===== src/rtl/i2c_pkg.sv =====
// Shared definitions for the I2C master arbiter: FSM state codes and response codes.
// Latency: n/a (types and constants only).
// Backpressure: n/a.
package i2c_pkg;

  // Encodings are visible on arb_state, so they are fixed rather than tool-chosen.
  typedef enum logic [2:0] {
    ST_IDLE  = 3'd0,
    ST_ISSUE = 3'd1,
    ST_WAIT  = 3'd2,
    ST_RESP  = 3'd3
  } state_t;

  localparam logic [1:0] ERR_OK   = 2'b00;
  localparam logic [1:0] ERR_NACK = 2'b01;
  localparam logic [1:0] ERR_TMO  = 2'b10;

endpackage


===== src/rtl/rr_arbiter.sv =====
// Round-robin pick: first set request searching upward from ptr+1, wrapping.
// Latency: purely combinational, zero cycles.
// Backpressure: none; the caller decides when the grant is taken.
//   req     in  N   request levels
//   ptr     in  PW  index of the last requester served
//   grant   out N   one-hot grant (all zero when no request)
//   any_req out 1   at least one request is set
module rr_arbiter #(
  parameter int N  = 4,
  parameter int PW = $clog2(N)
) (
  input  logic [N-1:0]  req,
  input  logic [PW-1:0] ptr,
  output logic [N-1:0]  grant,
  output logic          any_req
);

  logic          found;
  logic [PW-1:0] idx;

  always_comb begin
    grant = '0;
    found = 1'b0;
    idx   = '0;
    // Offsets 1..N visit every requester once, ending on ptr itself.
    for (int i = 1; i <= N; i++) begin
      idx = PW'((int'(ptr) + i) % N);
      if (!found && req[idx]) begin
        grant[idx] = 1'b1;
        found      = 1'b1;
      end
    end
  end

  assign any_req = |req;

endmodule


===== src/rtl/i2c_master_arbiter.sv =====
// Shares one I2C byte master among NUM_REQ requesters, round-robin, one transaction per grant.
// Latency: req -> m_start 2 cycles (IDLE, ISSUE); m_done -> done 1 cycle; 1 idle cycle between grants.
// Backpressure: holds in ISSUE while m_busy; WAIT aborts after TIMEOUT_CYC cycles without m_done.
//   clk, rst (async, active-low)
//   req/req_rw/req_addr/req_wdata   per-requester request level and packed operands
//   gnt/done/rsp_rdata/rsp_err      grant, completion pulse and response to the requester
//   m_start/m_rw/m_addr/m_wdata/m_abort, m_busy/m_done/m_nack/m_rdata   master handshake
//   arb_state                       current FSM state for debug
module i2c_master_arbiter
  import i2c_pkg::*;
#(
  parameter int NUM_REQ     = 4,
  parameter int ADDR_W      = 7,
  parameter int DATA_W      = 8,
  parameter int TIMEOUT_CYC = 4096
) (
  input  logic                      clk,
  input  logic                      rst,
  input  logic [NUM_REQ-1:0]        req,
  input  logic [NUM_REQ-1:0]        req_rw,
  input  logic [NUM_REQ*ADDR_W-1:0] req_addr,
  input  logic [NUM_REQ*DATA_W-1:0] req_wdata,
  output logic [NUM_REQ-1:0]        gnt,
  output logic [NUM_REQ-1:0]        done,
  output logic [DATA_W-1:0]         rsp_rdata,
  output logic [1:0]                rsp_err,
  output logic                      m_start,
  output logic                      m_rw,
  output logic [ADDR_W-1:0]         m_addr,
  output logic [DATA_W-1:0]         m_wdata,
  output logic                      m_abort,
  input  logic                      m_busy,
  input  logic                      m_done,
  input  logic                      m_nack,
  input  logic [DATA_W-1:0]         m_rdata,
  output logic [2:0]                arb_state
);

  localparam int PW = $clog2(NUM_REQ);
  localparam int CW = $clog2(TIMEOUT_CYC);
  localparam logic [CW-1:0] CNT_LAST = CW'(TIMEOUT_CYC - 1);

  state_t               state, state_nxt;
  logic [PW-1:0]        ptr, sel_idx, cur_idx;
  logic [NUM_REQ-1:0]   arb_grant;
  logic                 any_req;
  logic [CW-1:0]        cnt;
  logic                 ld_grant, issue, cap_done, tmo, fin;

  rr_arbiter #(.N(NUM_REQ), .PW(PW)) u_rr (
    .req     (req),
    .ptr     (ptr),
    .grant   (arb_grant),
    .any_req (any_req)
  );

  always_comb begin
    sel_idx = '0;
    for (int i = 0; i < NUM_REQ; i++)
      if (arb_grant[i]) sel_idx = PW'(i);
  end

  always_ff @(posedge clk or negedge rst) begin
    if (!rst) state <= ST_IDLE;
    else      state <= state_nxt;
  end

  always_comb begin
    state_nxt = state;
    ld_grant  = 1'b0;
    issue     = 1'b0;
    cap_done  = 1'b0;
    tmo       = 1'b0;
    fin       = 1'b0;
    m_abort   = 1'b0;
    done      = '0;
    case (state)
      ST_IDLE: if (any_req) begin
        ld_grant  = 1'b1;
        state_nxt = ST_ISSUE;
      end
      // m_done arriving here belongs to nobody and is dropped.
      ST_ISSUE: if (!m_busy) begin
        issue     = 1'b1;
        state_nxt = ST_WAIT;
      end
      // A completion in the last allowed cycle beats the timeout.
      ST_WAIT: if (m_done) begin
        cap_done  = 1'b1;
        state_nxt = ST_RESP;
      end else if (cnt == CNT_LAST) begin
        tmo       = 1'b1;
        m_abort   = 1'b1;
        state_nxt = ST_RESP;
      end
      ST_RESP: begin
        done      = gnt;
        fin       = 1'b1;
        state_nxt = ST_IDLE;
      end
      default: state_nxt = ST_IDLE;
    endcase
  end

  always_ff @(posedge clk or negedge rst) begin
    if (!rst) begin
      ptr       <= PW'(NUM_REQ - 1);
      cur_idx   <= '0;
      gnt       <= '0;
      m_rw      <= 1'b0;
      m_addr    <= '0;
      m_wdata   <= '0;
      m_start   <= 1'b0;
      cnt       <= '0;
      rsp_rdata <= '0;
      rsp_err   <= ERR_OK;
    end else begin
      m_start <= issue;
      // Operands are latched once so later requester changes cannot disturb the master.
      if (ld_grant) begin
        gnt     <= arb_grant;
        cur_idx <= sel_idx;
        m_rw    <= req_rw[sel_idx];
        m_addr  <= req_addr[sel_idx*ADDR_W +: ADDR_W];
        m_wdata <= req_wdata[sel_idx*DATA_W +: DATA_W];
      end
      if (issue)
        cnt <= '0;
      else if (state == ST_WAIT && cnt != '1)
        cnt <= cnt + CW'(1);
      if (cap_done) begin
        rsp_rdata <= m_rw ? m_rdata : '0;
        rsp_err   <= m_nack ? ERR_NACK : ERR_OK;
      end else if (tmo) begin
        rsp_rdata <= '0;
        rsp_err   <= ERR_TMO;
      end
      if (fin) begin
        gnt <= '0;
        ptr <= cur_idx;
      end
    end
  end

  assign arb_state = state;

endmodule


===== config.mk =====
export PLATFORM = sky130hd
export DESIGN_NAME = i2c_master_arbiter
export DESIGN_NICKNAME = d
export VERILOG_FILES = /design/src/rtl/i2c_pkg.sv /design/src/rtl/rr_arbiter.sv /design/src/rtl/i2c_master_arbiter.sv
export SDC_FILE = /design/constraint.sdc
export NUM_CORES = 1
export LEC_CHECK = 0
export ABC_CLOCK_PERIOD_IN_PS = 5950
export BUFFER_PORTS_ARGS = -buffer_cell sky130_fd_sc_hd__buf_2
export CORE_ASPECT_RATIO = 0.8
export CORE_UTILIZATION = 35
export CTS_CLUSTER_DIAMETER = 100
export DETAILED_ROUTE_END_ITERATION = 8
export GPL_TIMING_DRIVEN = 0
export PLACE_DENSITY = 0.58
export SYNTH_ARGS = -nofsm -noshare
export SYNTH_HDL_FRONTEND = slang
export SYNTH_SLANG_ARGS = --single-unit

===== constraint.sdc =====
create_clock -name clk -period 5.95 [get_ports clk]
set_input_delay 0.8925 -clock clk [delete_from_list [all_inputs] [get_ports clk]]
set_output_delay 0.8925 -clock clk [all_outputs]
set_load 0.01 [all_outputs]

==> flow_summary_export.csv, run 1 <==
group,metric,value,unit
routing,drt-initial-drc-count,164,
timing,maxSlewViolCount,0,
routing,routed-via-count,2932,
synth,post_synth_and_or_nand_nor_area_fraction,16.7,%
power,ir_drop,0.200,mV
placed_design,dp_cells,558,
clock_network,numClockSinks,49,
layout,final_layout_size_suffix_gt1_share,36.3,%
die,placementRows,30,
worst_setup_path,timing.setup.critical_path_class,"register to register",
die,dieArea,0.00960,sq mm
timing,slew-limit-headroom,27.3,%
die,design.portCount,120,
timing,setup_viol,0,
clock_network,root_cell_of_the_clock_tree,"sky130_fd_sc_hd__clkbuf_16",
synth,yosys-mux-area-fraction,4.19,%
placed_design,dp_hpwl,6570,microns
global_route,antenna_violations_before_repair,0,
routing,postRouteAntennaNets,0,
synth,distinct_cell_type_count_after_synthesis,56,
placed_design,placedInstanceArea,0.00395,sq mm
synth,synth_nets,423,
clock_network,cts-buffers-inserted,5,
power,p_leak,1.90,nW
synth,synth_compound_area_share,27.7,%
synth,yosysWarnings,0,
synth,main_combinational_cell_family_by_area_after_synthesis,"compound AO/OA/AOI/OAI gates",
clock_network,htree_levels,2,
layout,most_common_cell_after_layout_fill_and_taps_aside,"sky130_fd_sc_hd__buf_2",
clock_network,postCtsHoldBufs,0,
synth,synth.ff_latch_count,49,
power,cellPowerDensity,526,mW/mm^2
timing,fin_skew,0.00531,ns
global_route,grt_remaining_overflow,0,
die,die_w,109,microns
synth,synth_edf_count,0,
timing,timing.final.hold_violations,0,
synth,synthXorXnorAreaFrac,2.45,%
layout,diodes,0,
timing,max_slew.worst_pin.slew,1.09,ns
routing,number_of_design_rule_violations_left_after_detail_routing,0,
worst_setup_path,arrival,3.29,ns
synth,synth_area_per_cell,9.80,sq um
worst_setup_path,timing.critical_path.fanout_max,10,
layout,fillerInstances,871,
worst_setup_path,worstSetupEndpointType,"register",
routing,drt-vias-per-instance,5.18,
global_route,first_global_vias,2832,
clock_network,max_root_sink_buffers,2,
timing,finalHoldWorstSlack,0.487,ns
synth,synth_area,0.00322,sq mm
placed_design,placement.setup.worst_slack,2.81,ns
clock_network,tritoncts,"done",
global_route,first_pass_grt_wire_length,14000,microns
routing,drtPass1Iterations,4,
layout,post-route-cell-area,0.00410,sq mm
global_route,grt_usage,18.8,%
job,max_cap_violations,0,
die,die_h,87.8,microns
synth,synthArstFlopShare,100,%
timing,post-route-worst-setup-slack,2.83,ns
layout,area.growth.synth_to_final,27.2,%
layout,most-common-layout-cells,"sky130_fd_sc_hd__buf_2 (119), sky130_fd_sc_hd__dfrtp_1 (47), sky130_fd_sc_hd__nor2_1 (36)",
timing,grt_setup_unrepaired,"false",
power,totalPowerFinal,2.16,mW
placed_design,gp_congestion,0.844,
hold_path,hold_path_class,"register to register",
layout,stdcell_count,566,
global_route,grt_start_max_net_pins,50,
die,fp.coreArea,0.00871,sq mm
routing,post_drt_wl_per_cell,15.2,microns
timing,post_layout_min_period,3.12,ns
worst_setup_path,worstPathRequired,6.12,ns
routing,postRouteWirelength,8590,microns
clock_network,cts_repair_resize_count,0,
timing,layout_worst_path_cycle_share,52.4,%
layout,finish.net_count,547,
synth,synthFlopType,"sky130_fd_sc_hd__dfrtp_1",
status,outcome,"completed",
synth,post_synth_fa_ha_maj_area_fraction,5.05,%
clock_network,clkTransAtPathRegs,0.07,ns
worst_setup_path,startpoint_class,"register",
placed_design,io_buffer_count,117,
timing,timing.setup.tns,0,ns
synth,synth-seq-area-share,38.1,%
worst_setup_path,r2r_setup_slack,2.83,ns
die,initial_utilization,37.0,%
timing,achievable-frequency,321,MHz
clock_network,worst_skew_pair.late_latency,0.29,ns
layout,final_util,47.1,%
synth,post_synth_inst_count,329,
clock_network,post_cts_buffers,0,
[cell usage after synthesis, drive strengths merged, types with 3 or more instances]
| library cell | n | area (sq um) |
|---|---|---|
| a221oi | 18 | 238 |
| clkbuf | 13 | 56.3 |
| a21boi | 16 | 120 |
| nor3b | 3 | 22.5 |
| nand2 | 20 | 75.1 |
| nor2b | 5 | 31.3 |
| xnor2 | 4 | 35.0 |
| o211ai | 16 | 120 |
| inv | 9 | 33.8 |
| a22o | 8 | 70.1 |
| nor2 | 36 | 135 |
| and2 | 5 | 31.3 |
| xor2 | 5 | 43.8 |
| buf | 10 | 92.6 |
| ha | 13 | 163 |
| dfrtp | 47 | 1180 |
| mux2i | 3 | 30.0 |
| a211oi | 3 | 22.5 |
| nor3 | 4 | 20.0 |
| a21oi | 22 | 151 |
| o21ai | 10 | 50.1 |
| nand3 | 6 | 30.0 |
| mux4 | 4 | 93.8 |
| nand4 | 3 | 18.8 |
| and3 | 18 | 113 |
[per-layer routing]
metal  up-vias  share of wire (%)  wire length, microns  global-route usage (%)
li1       1466                  -                     -                       -
met1      1372                 50                  4290                    27.4
met2        87                 44                  3780                    28.6
met3         7                5.2                   443                    3.65
met4         0               0.85                    73                    4.24
met5         -                  0                     0                       0
[path summary, 6_finish.rpt]
check	startpoint	end	depth (start not counted)
min in group asynchronous	rst	cnt[7]	1
min	cur_idx[0]	cur_idx[0]	2
max	ptr[0]	m_wdata[1]	10
max reg2reg	ptr[0]	m_wdata[1]	10
max in group asynchronous	rst	m_addr[1]	1
min reg2reg	cur_idx[0]	cur_idx[0]	2
[sequential cells by signal (all words and copies together), names as in the netlist]
signal,count
m_addr,7
rsp_rdata,8
cnt,12
arb_state,2
m_rw,1
m_wdata,8
m_start,1
gnt,4
cur_idx,2
ptr,2
rsp_err,2
[worst max-delay path, cell delays in order (launching register included)]
cell	delay, ns
sky130_fd_sc_hd__dfstp_2	0.64
sky130_fd_sc_hd__buf_6	0.17
sky130_fd_sc_hd__inv_1	0.11
sky130_fd_sc_hd__ha_1	0.35
sky130_fd_sc_hd__mux4_2	0.41
sky130_fd_sc_hd__or2_1	0.27
sky130_fd_sc_hd__o32a_1	0.26
sky130_fd_sc_hd__clkbuf_1	0.25
sky130_fd_sc_hd__and3_1	0.22
sky130_fd_sc_hd__o211ai_1	0.22
sky130_fd_sc_hd__a21oi_1	0.09
[power by group]
part	switching (mW)	internal (mW)	total [mW]
Combinational	0.736	0.546	1.28
Clock	0.135	0.159	0.294
Sequential	0.106	0.474	0.580
Total	0.977	1.18	2.16
[cell families after synthesis]
logic type	Yosys count
and+or+nand+nor	109
DFF	49
other	1
buffers and inverters	32
xor gates and xnor gates	9
muxes	8
AOI/OAI and AO/OA	108
adders and majority gates	13
[layout make-up]
| cell class | instances | area, sq um | share of cell area (%) |
|---|---|---|---|
| plain buffers | 23 | 149 | 3.63 |
| clock buffers | 5 | 125 | 3.05 |
| clock inverters | 3 | 25.0 | 0.611 |
| inverters | 9 | 33.8 | 0.824 |
| multi-input cells | 248 | 1810 | 44.2 |
| flip-flops and latches | 49 | 1230 | 30.0 |
| well taps | 112 | 140 | 3.42 |
| repair buffers | 117 | 586 | 14.3 |
Note: power is estimated with default switching activity, not from simulation.
==> inputs of run 2 (changes only) <==
--- a/config.mk
+++ b/config.mk
@@ -5,14 +5,15 @@
 export SDC_FILE = /design/constraint.sdc
 export NUM_CORES = 1
 export LEC_CHECK = 0
-export ABC_CLOCK_PERIOD_IN_PS = 5950
+export ABC_AREA = 1
+export ABC_CLOCK_PERIOD_IN_PS = 2900
 export BUFFER_PORTS_ARGS = -buffer_cell sky130_fd_sc_hd__buf_2
 export CORE_ASPECT_RATIO = 0.8
 export CORE_UTILIZATION = 35
 export CTS_CLUSTER_DIAMETER = 100
 export DETAILED_ROUTE_END_ITERATION = 8
 export GPL_TIMING_DRIVEN = 0
-export PLACE_DENSITY = 0.58
+export PLACE_DENSITY = 0.57
 export SYNTH_ARGS = -nofsm -noshare
 export SYNTH_HDL_FRONTEND = slang
 export SYNTH_SLANG_ARGS = --single-unit
==> constraint.sdc (replaced) <==
create_clock -name clk -period 2.9 [get_ports clk]
set_input_delay 0.435 -clock clk [delete_from_list [all_inputs] [get_ports clk]]
set_output_delay 0.435 -clock clk [all_outputs]
set_load 0.01 [all_outputs]
==> flow_summary_export.csv, run 2 <==
group,metric,value,unit
power,internal_pwr_total,2.73,mW
clock_network,max_root_sink_buffers,2,
status,outcome,"completed",
global_route,grt_remaining_overflow,0,
worst_setup_path,timing.critical_path.fanout_max,10,
power,cellPowerDensity,1240,mW/mm^2
routing,postRouteAntennaNets,0,
clock_network,tritoncts,"done",
routing,drtPass1Iterations,4,
power,p_sw_share,50.9,%
power,p_leak,2.55,nW
worst_setup_path,startpoint_class,"register",
power,ir_drop,0.513,mV
routing,routed-via-count,3610,
timing,max_slew.worst_pin.slew,1.11,ns
timing,slew-limit-headroom,25.7,%
die,dieArea,0.0104,sq mm
worst_setup_path,timing.setup.critical_path_class,"register to register",
global_route,grt_start_max_net_pins,50,
global_route,first_pass_grt_wire_length,15200,microns
timing,setup_viol,0,
layout,diodes,0,
worst_setup_path,worstSetupEndpoint,"m_wdata[4]",
layout,fillerInstances,1048,
die,design.portCount,120,
synth,yosys-top-cells-area,"sky130_fd_sc_hd__dfrtp_1 (34%), sky130_fd_sc_hd__nand2_1 (17%), sky130_fd_sc_hd__inv_1 (8.2%)",
clock_network,htree_levels,2,
worst_setup_path,arrival,2.82,ns
layout,multiInputGateArea,0.00185,sq mm
layout,largest_registers,"cnt: 12 flops, m_wdata: 8 flops, rsp_rdata: 8 flops",
layout,final_layout_size_suffix_gt1_share,26.5,%
placed_design,gp_congestion,0.866,
layout,registers.top_by_ff_count,"cnt",
clock_network,worst_skew_pair.late_latency,0.29,ns
synth,ys_top_cells_by_count,"sky130_fd_sc_hd__nand2_1 (162), sky130_fd_sc_hd__inv_1 (76), sky130_fd_sc_hd__nor2_1 (62)",
die,fp.coreArea,0.00969,sq mm
worst_setup_path,r2r_setup_slack,0.25,ns
die,placementRows,32,
placed_design,dp_hpwl,7160,microns
clock_network,cts-buffers-inserted,5,
clock_network,root_cell_of_the_clock_tree,"sky130_fd_sc_hd__clkbuf_16",
clock_network,clkTransAtPathRegs,0.07,ns
worst_setup_path,timing.rr.start,"ptr[1]",
worst_setup_path,setup.worst_path.start,"ptr[1]",
layout,most_common_cell_after_layout_fill_and_taps_aside,"sky130_fd_sc_hd__nand2_1",
routing,number_of_design_rule_violations_left_after_detail_routing,0,
routing,drt-vias-per-instance,4.60,
global_route,first_global_vias,3275,
die,die_h,91.4,microns
timing,achievable-frequency,378,MHz
worst_setup_path,endpoint_of_the_worst_slack_reg_to_reg_timing_path,"m_wdata[4]",
worst_setup_path,worstPathRequired,3.07,ns
timing,timing.setup.tns,0,ns
synth,post_synth_inst_count,518,
layout,area.growth.synth_to_final,27.7,%
global_route,grt_usage,18.3,%
job,max_cap_violations,0,
synth,synth.most_common_cell,"sky130_fd_sc_hd__nand2_1",
synth,synthFlopType,"sky130_fd_sc_hd__dfrtp_1",
power,share_clk_of_total_power,12.0,%
synth,synth-seq-area-share,35.1,%
layout,finish.net_count,742,
synth,synth_area,0.00350,sq mm
timing,timing.final.hold_violations,0,
synth,yosysWarnings,0,
worst_setup_path,worstSetupEndpointType,"register",
clock_network,postCtsHoldBufs,0,
global_route,antenna_violations_before_repair,0,
hold_path,hold_path_class,"input port to register",
layout,largest_register_ffs,12,
layout,most-common-layout-cells,"sky130_fd_sc_hd__nand2_1 (162), sky130_fd_sc_hd__buf_2 (121), sky130_fd_sc_hd__inv_1 (75)",
die,die_w,114,microns
synth,synth.ff_latch_count,49,
layout,regArea,0.00123,sq mm
synth,synth_largest_type_area_fraction,33.6,%
timing,post-route-worst-setup-slack,0.253,ns
synth,synth_top_cell_by_area,"sky130_fd_sc_hd__dfrtp_1",
worst_setup_path,worst-r2r-cell-count,15,
timing,layout_worst_path_cycle_share,91.3,%
synth,synth_edf_count,0,
synth,synthArstFlopShare,100,%
placed_design,placement.setup.worst_slack,0.185,ns
timing,post_layout_min_period,2.65,ns
power,switchingPower,2.83,mW
routing,postRouteWirelength,9240,microns
routing,post_drt_wl_per_cell,11.8,microns
die,initial_utilization,36.1,%
timing,fin_skew,0.00597,ns
placed_design,io_buffer_count,118,
clock_network,numClockSinks,49,
synth,distinct_cell_type_count_after_synthesis,34,
synth,synth_area_per_cell,6.76,sq um
synth,synth_nets,612,
power,seq_power_share,20.4,%
power,power.combinational.fraction,67.6,%
routing,drt-initial-drc-count,233,
timing,maxSlewViolCount,0,
run 2: cell count changes after synthesis, sizes merged, moves of 7 or more:
cell    delta
nand2    +153
nor2      +31
a21boi    -15
nand3     +44
o211ai    -16
a22o       -8
a221oi    -17
inv       +70
and3      -18
nand4     +13
o21ai      +7
run 2: final cells by class:
type | count | share of cell area (%)
multi-input cells | 369 | 41.3
flip-flops and latches | 49 | 27.5
repair buffers | 123 | 14.1
inverters | 83 | 7.11
well taps | 136 | 3.81
clock buffers | 6 | 2.88
plain buffers | 17 | 2.44
clock inverters | 2 | 0.868
run 2: repair_timing:
action / in CTS / in global routing
setup buffers: 0 / 5
resized for setup: 0 / 1
endpoints found under the setup margin: 0 / 6
run 2: cell families after synthesis:
kind of cell,count (synthesis),synth area share (%)
fa+ha+maj,13,4.65
buf+inv,100,12.1
xor+xnor,1,0.250
flops,49,35.1
other cells,1,0.107
compound gates,43,7.22
simple gates,311,40.6
run 2: layer usage:
metal / part of all wire [%] / GRT usage, %
met1: 50 / 25.6
met2: 45 / 29.2
met3: 4.6 / 3.14
met4: 0.88 / 4.33
met5: 0 / 0
run 2: worst max-delay path, stage by stage, from the launching register on:
cell and delay [ns]:
sky130_fd_sc_hd__dfstp_2 0.57, sky130_fd_sc_hd__clkinvlp_4 0.14, sky130_fd_sc_hd__ha_1 0.36, sky130_fd_sc_hd__inv_1 0.14, sky130_fd_sc_hd__nand3_4 0.12, sky130_fd_sc_hd__nand2_4 0.11
sky130_fd_sc_hd__nand2_4 0.07, sky130_fd_sc_hd__nor2_4 0.14, sky130_fd_sc_hd__nand2_1 0.10, sky130_fd_sc_hd__nand3b_4 0.19, sky130_fd_sc_hd__nand2_8 0.10, sky130_fd_sc_hd__nand2_4 0.12
sky130_fd_sc_hd__buf_6 0.16, sky130_fd_sc_hd__nand2_1 0.06, sky130_fd_sc_hd__nand2_1 0.10, sky130_fd_sc_hd__a21oi_2 0.07
run 2: worst min path at each step:
stage                     slack [ns]            to    startpoint  cells after the start
after floorplan                 0.14  arb_state[0]           rst                      0
after global placement          0.47  rsp_rdata[0]  rsp_rdata[0]                      2
after detailed placement        0.47     m_addr[4]     m_addr[4]                      2
after CTS                       0.34    rsp_err[0]        m_nack                      3
after global routing            0.38    rsp_err[0]        m_nack                      3
final                           0.35    rsp_err[0]        m_nack                      3
run 2: metrics by stage:
stage	total power, mW	hold WS (ns)	util (%)	cell area [sq um]	cells
2_1_floorplan	3.92	0.139	-	3500	518
3_3_place_gp	4.82	0.475	44.0	4260	772
3_5_place_dp	4.88	0.467	44.0	4260	772
4_1_cts	5.56	0.342	45.7	4430	780
5_1_grt	6.16	0.375	46.1	4470	785
6_report	5.56	0.346	46.1	4470	785
run 2: power groups by stage:
stage	clock (mW)	combinational, mW	sequential (mW)
final	0.666	3.76	1.13
after floorplan	0	2.69	1.23
after global placement	0	3.66	1.16
after global routing	0.709	4.28	1.17
after CTS	0.685	3.72	1.16
after detailed placement	0	3.71	1.17
==> inputs of run 3 (changes only) <==
--- a/config.mk
+++ b/config.mk
@@ -12,7 +12,6 @@
 export CORE_UTILIZATION = 35
 export CTS_CLUSTER_DIAMETER = 100
 export DETAILED_ROUTE_END_ITERATION = 8
-export GPL_TIMING_DRIVEN = 0
 export PLACE_DENSITY = 0.57
 export SYNTH_ARGS = -nofsm -noshare
 export SYNTH_HDL_FRONTEND = slang
==> flow_summary_export.csv, run 3 (synthesized netlist as in run 2, its figures left out) <==
group,metric,value,unit
power,ir_drop,0.542,mV
layout,final_util,45.0,%
layout,final_layout_size_suffix_gt1_share,25.5,%
timing,max_slew.worst_pin.slew,0.647,ns
placed_design,gp_congestion,0.865,
global_route,grt_remaining_overflow,0,
clock_network,root_cell_of_the_clock_tree,"sky130_fd_sc_hd__clkbuf_16",
timing,post-route-worst-setup-slack,0.234,ns
global_route,grt_usage,18.3,%
power,cellPowerDensity,1220,mW/mm^2
timing,setup_viol,0,
die,placementRows,32,
power,internal_pwr_total,2.54,mW
clock_network,htree_levels,2,
status,outcome,"completed",
clock_network,post_cts_buffers,0,
power,switchingPower,2.77,mW
clock_network,clkTransAtPathRegs,0.07,ns
power,share_clk_of_total_power,12.7,%
clock_network,worst_skew_pair.late_latency,0.30,ns
layout,largest_registers,"cnt: 12 flops, m_wdata: 8 flops, rsp_rdata: 8 flops",
routing,post_drt_wl_per_cell,12.0,microns
layout,diodes,0,
die,dieArea,0.0104,sq mm
routing,drt-vias-per-instance,4.60,
power,power.combinational.fraction,65.2,%
clock_network,numClockSinks,49,
timing,timing.setup.tns,0,ns
timing,achievable-frequency,375,MHz
placed_design,io_buffer_count,118,
die,fp.coreArea,0.00969,sq mm
worst_setup_path,arrival,2.85,ns
timing,post_layout_min_period,2.67,ns
worst_setup_path,timing.critical_path.fanout_max,28,
timing,slew-limit-headroom,56.9,%
clock_network,max_root_sink_buffers,2,
global_route,antenna_violations_before_repair,0,
worst_setup_path,worstSetupEndpointType,"register",
timing,layout_worst_path_cycle_share,91.9,%
timing,timing.final.hold_violations,0,
worst_setup_path,timing.setup.critical_path_class,"register to register",
layout,largest_register_ffs,12,
routing,routed-via-count,3530,
clock_network,cts-buffers-inserted,5,
routing,number_of_design_rule_violations_left_after_detail_routing,0,
die,die_h,91.4,microns
routing,drtPass1Iterations,6,
layout,finish.net_count,724,
timing,maxSlewViolCount,0,
layout,most-common-layout-cells,"sky130_fd_sc_hd__nand2_1 (162), sky130_fd_sc_hd__buf_2 (118), sky130_fd_sc_hd__inv_1 (76)",
power,seq_power_share,22.1,%
routing,drt-initial-drc-count,240,
die,initial_utilization,36.1,%
timing,fin_skew,0.00939,ns
clock_network,tritoncts,"done",
job,max_cap_violations,0,
global_route,first_pass_grt_wire_length,15200,microns
routing,postRouteWirelength,9170,microns
placed_design,dp_hpwl,6920,microns
layout,area.growth.synth_to_final,24.5,%
power,p_sw_share,52.2,%
die,design.portCount,120,
layout,most_common_cell_after_layout_fill_and_taps_aside,"sky130_fd_sc_hd__nand2_1",
layout,registers.top_by_ff_count,"cnt",
global_route,grt_start_max_net_pins,50,
global_route,first_global_vias,3297,
worst_setup_path,startpoint_class,"register",
hold_path,hold_path_class,"input port to asynchronous set/reset pin",
placed_design,placement.setup.worst_slack,0.218,ns
power,p_leak,2.49,nW
routing,postRouteAntennaNets,0,
worst_setup_path,worstPathRequired,3.08,ns
timing,grt_setup_unrepaired,"false",
die,die_w,114,microns
## run 3: repair_timing
item,in CTS,in global routing
gates resized for setup,0,1
hold buffers,0,0
endpoints found under the setup margin,0,3
## run 3: final cells by class
cell class	instances	area, sq um
flip-flops and latches	49	1230
clock inverters	2	38.8
clock buffers	6	129
repair buffers	122	621
multi-input cells	369	1860
well taps	136	170
inverters	83	314
fillers	1034	5330
## run 3: final timing paths
check	endpoint	from	slack, ns	depth (start not counted)
max in group asynchronous	cur_idx[1]	rst	2.21	2
setup reg to reg	m_wdata[3]	ptr[1]	0.23	15
setup / recovery	m_wdata[3]	ptr[1]	0.23	15
hold / removal	cnt[2]	rst	0.23	2
min in group clk	rsp_err[0]	m_nack	0.34	3
hold reg to reg	cur_idx[1]	cur_idx[1]	0.49	2
## run 3: layer usage
metal | vias up | track usage [%] | part of all wire, %
li1 | 1829 | - | -
met2 | 109 | 29.0 | 46
met3 | 10 | 3.54 | 5.4
met1 | 1582 | 25.0 | 48
met4 | 0 | 5.63 | 1.0
met5 | - | 0 | 0
## run 3: critical path, cell delays in order (launching register included)
cell and delay, ns:
sky130_fd_sc_hd__dfstp_2 0.60, sky130_fd_sc_hd__inv_1 0.15, sky130_fd_sc_hd__ha_1 0.38, sky130_fd_sc_hd__inv_1 0.10, sky130_fd_sc_hd__nand3_1 0.09, sky130_fd_sc_hd__nand2_1 0.11, sky130_fd_sc_hd__nand2_2 0.11, sky130_fd_sc_hd__nor2_4 0.05
sky130_fd_sc_hd__nand2_1 0.07, sky130_fd_sc_hd__nand3_2 0.10, sky130_fd_sc_hd__inv_4 0.27, sky130_fd_sc_hd__nand2_8 0.20, sky130_fd_sc_hd__nand2_1 0.11, sky130_fd_sc_hd__nand2_1 0.05, sky130_fd_sc_hd__nand2_1 0.10, sky130_fd_sc_hd__a21oi_1 0.06
## run 3: stage by stage
step | instance area, sq um | hold slack [ns] | std cells | total power [mW]
2_1_floorplan | 3500 | 0.139 | 518 | 3.92
3_3_place_gp | 4180 | 0.474 | 759 | 4.59
3_5_place_dp | 4180 | 0.476 | 759 | 4.62
4_1_cts | 4350 | 0.274 | 767 | 5.32
5_1_grt | 4360 | 0.290 | 767 | 5.85
6_report | 4360 | 0.234 | 767 | 5.31
## run 3: power by group through the flow
stage               Combinational (mW)  Sequential [mW]  Clock [mW]
global route                      3.92             1.21       0.723
finish                            3.46             1.17       0.676
floorplan                         2.69             1.23           0
detailed placement                3.44             1.18           0
global placement                  3.41             1.18           0
CTS                               3.45             1.17       0.696
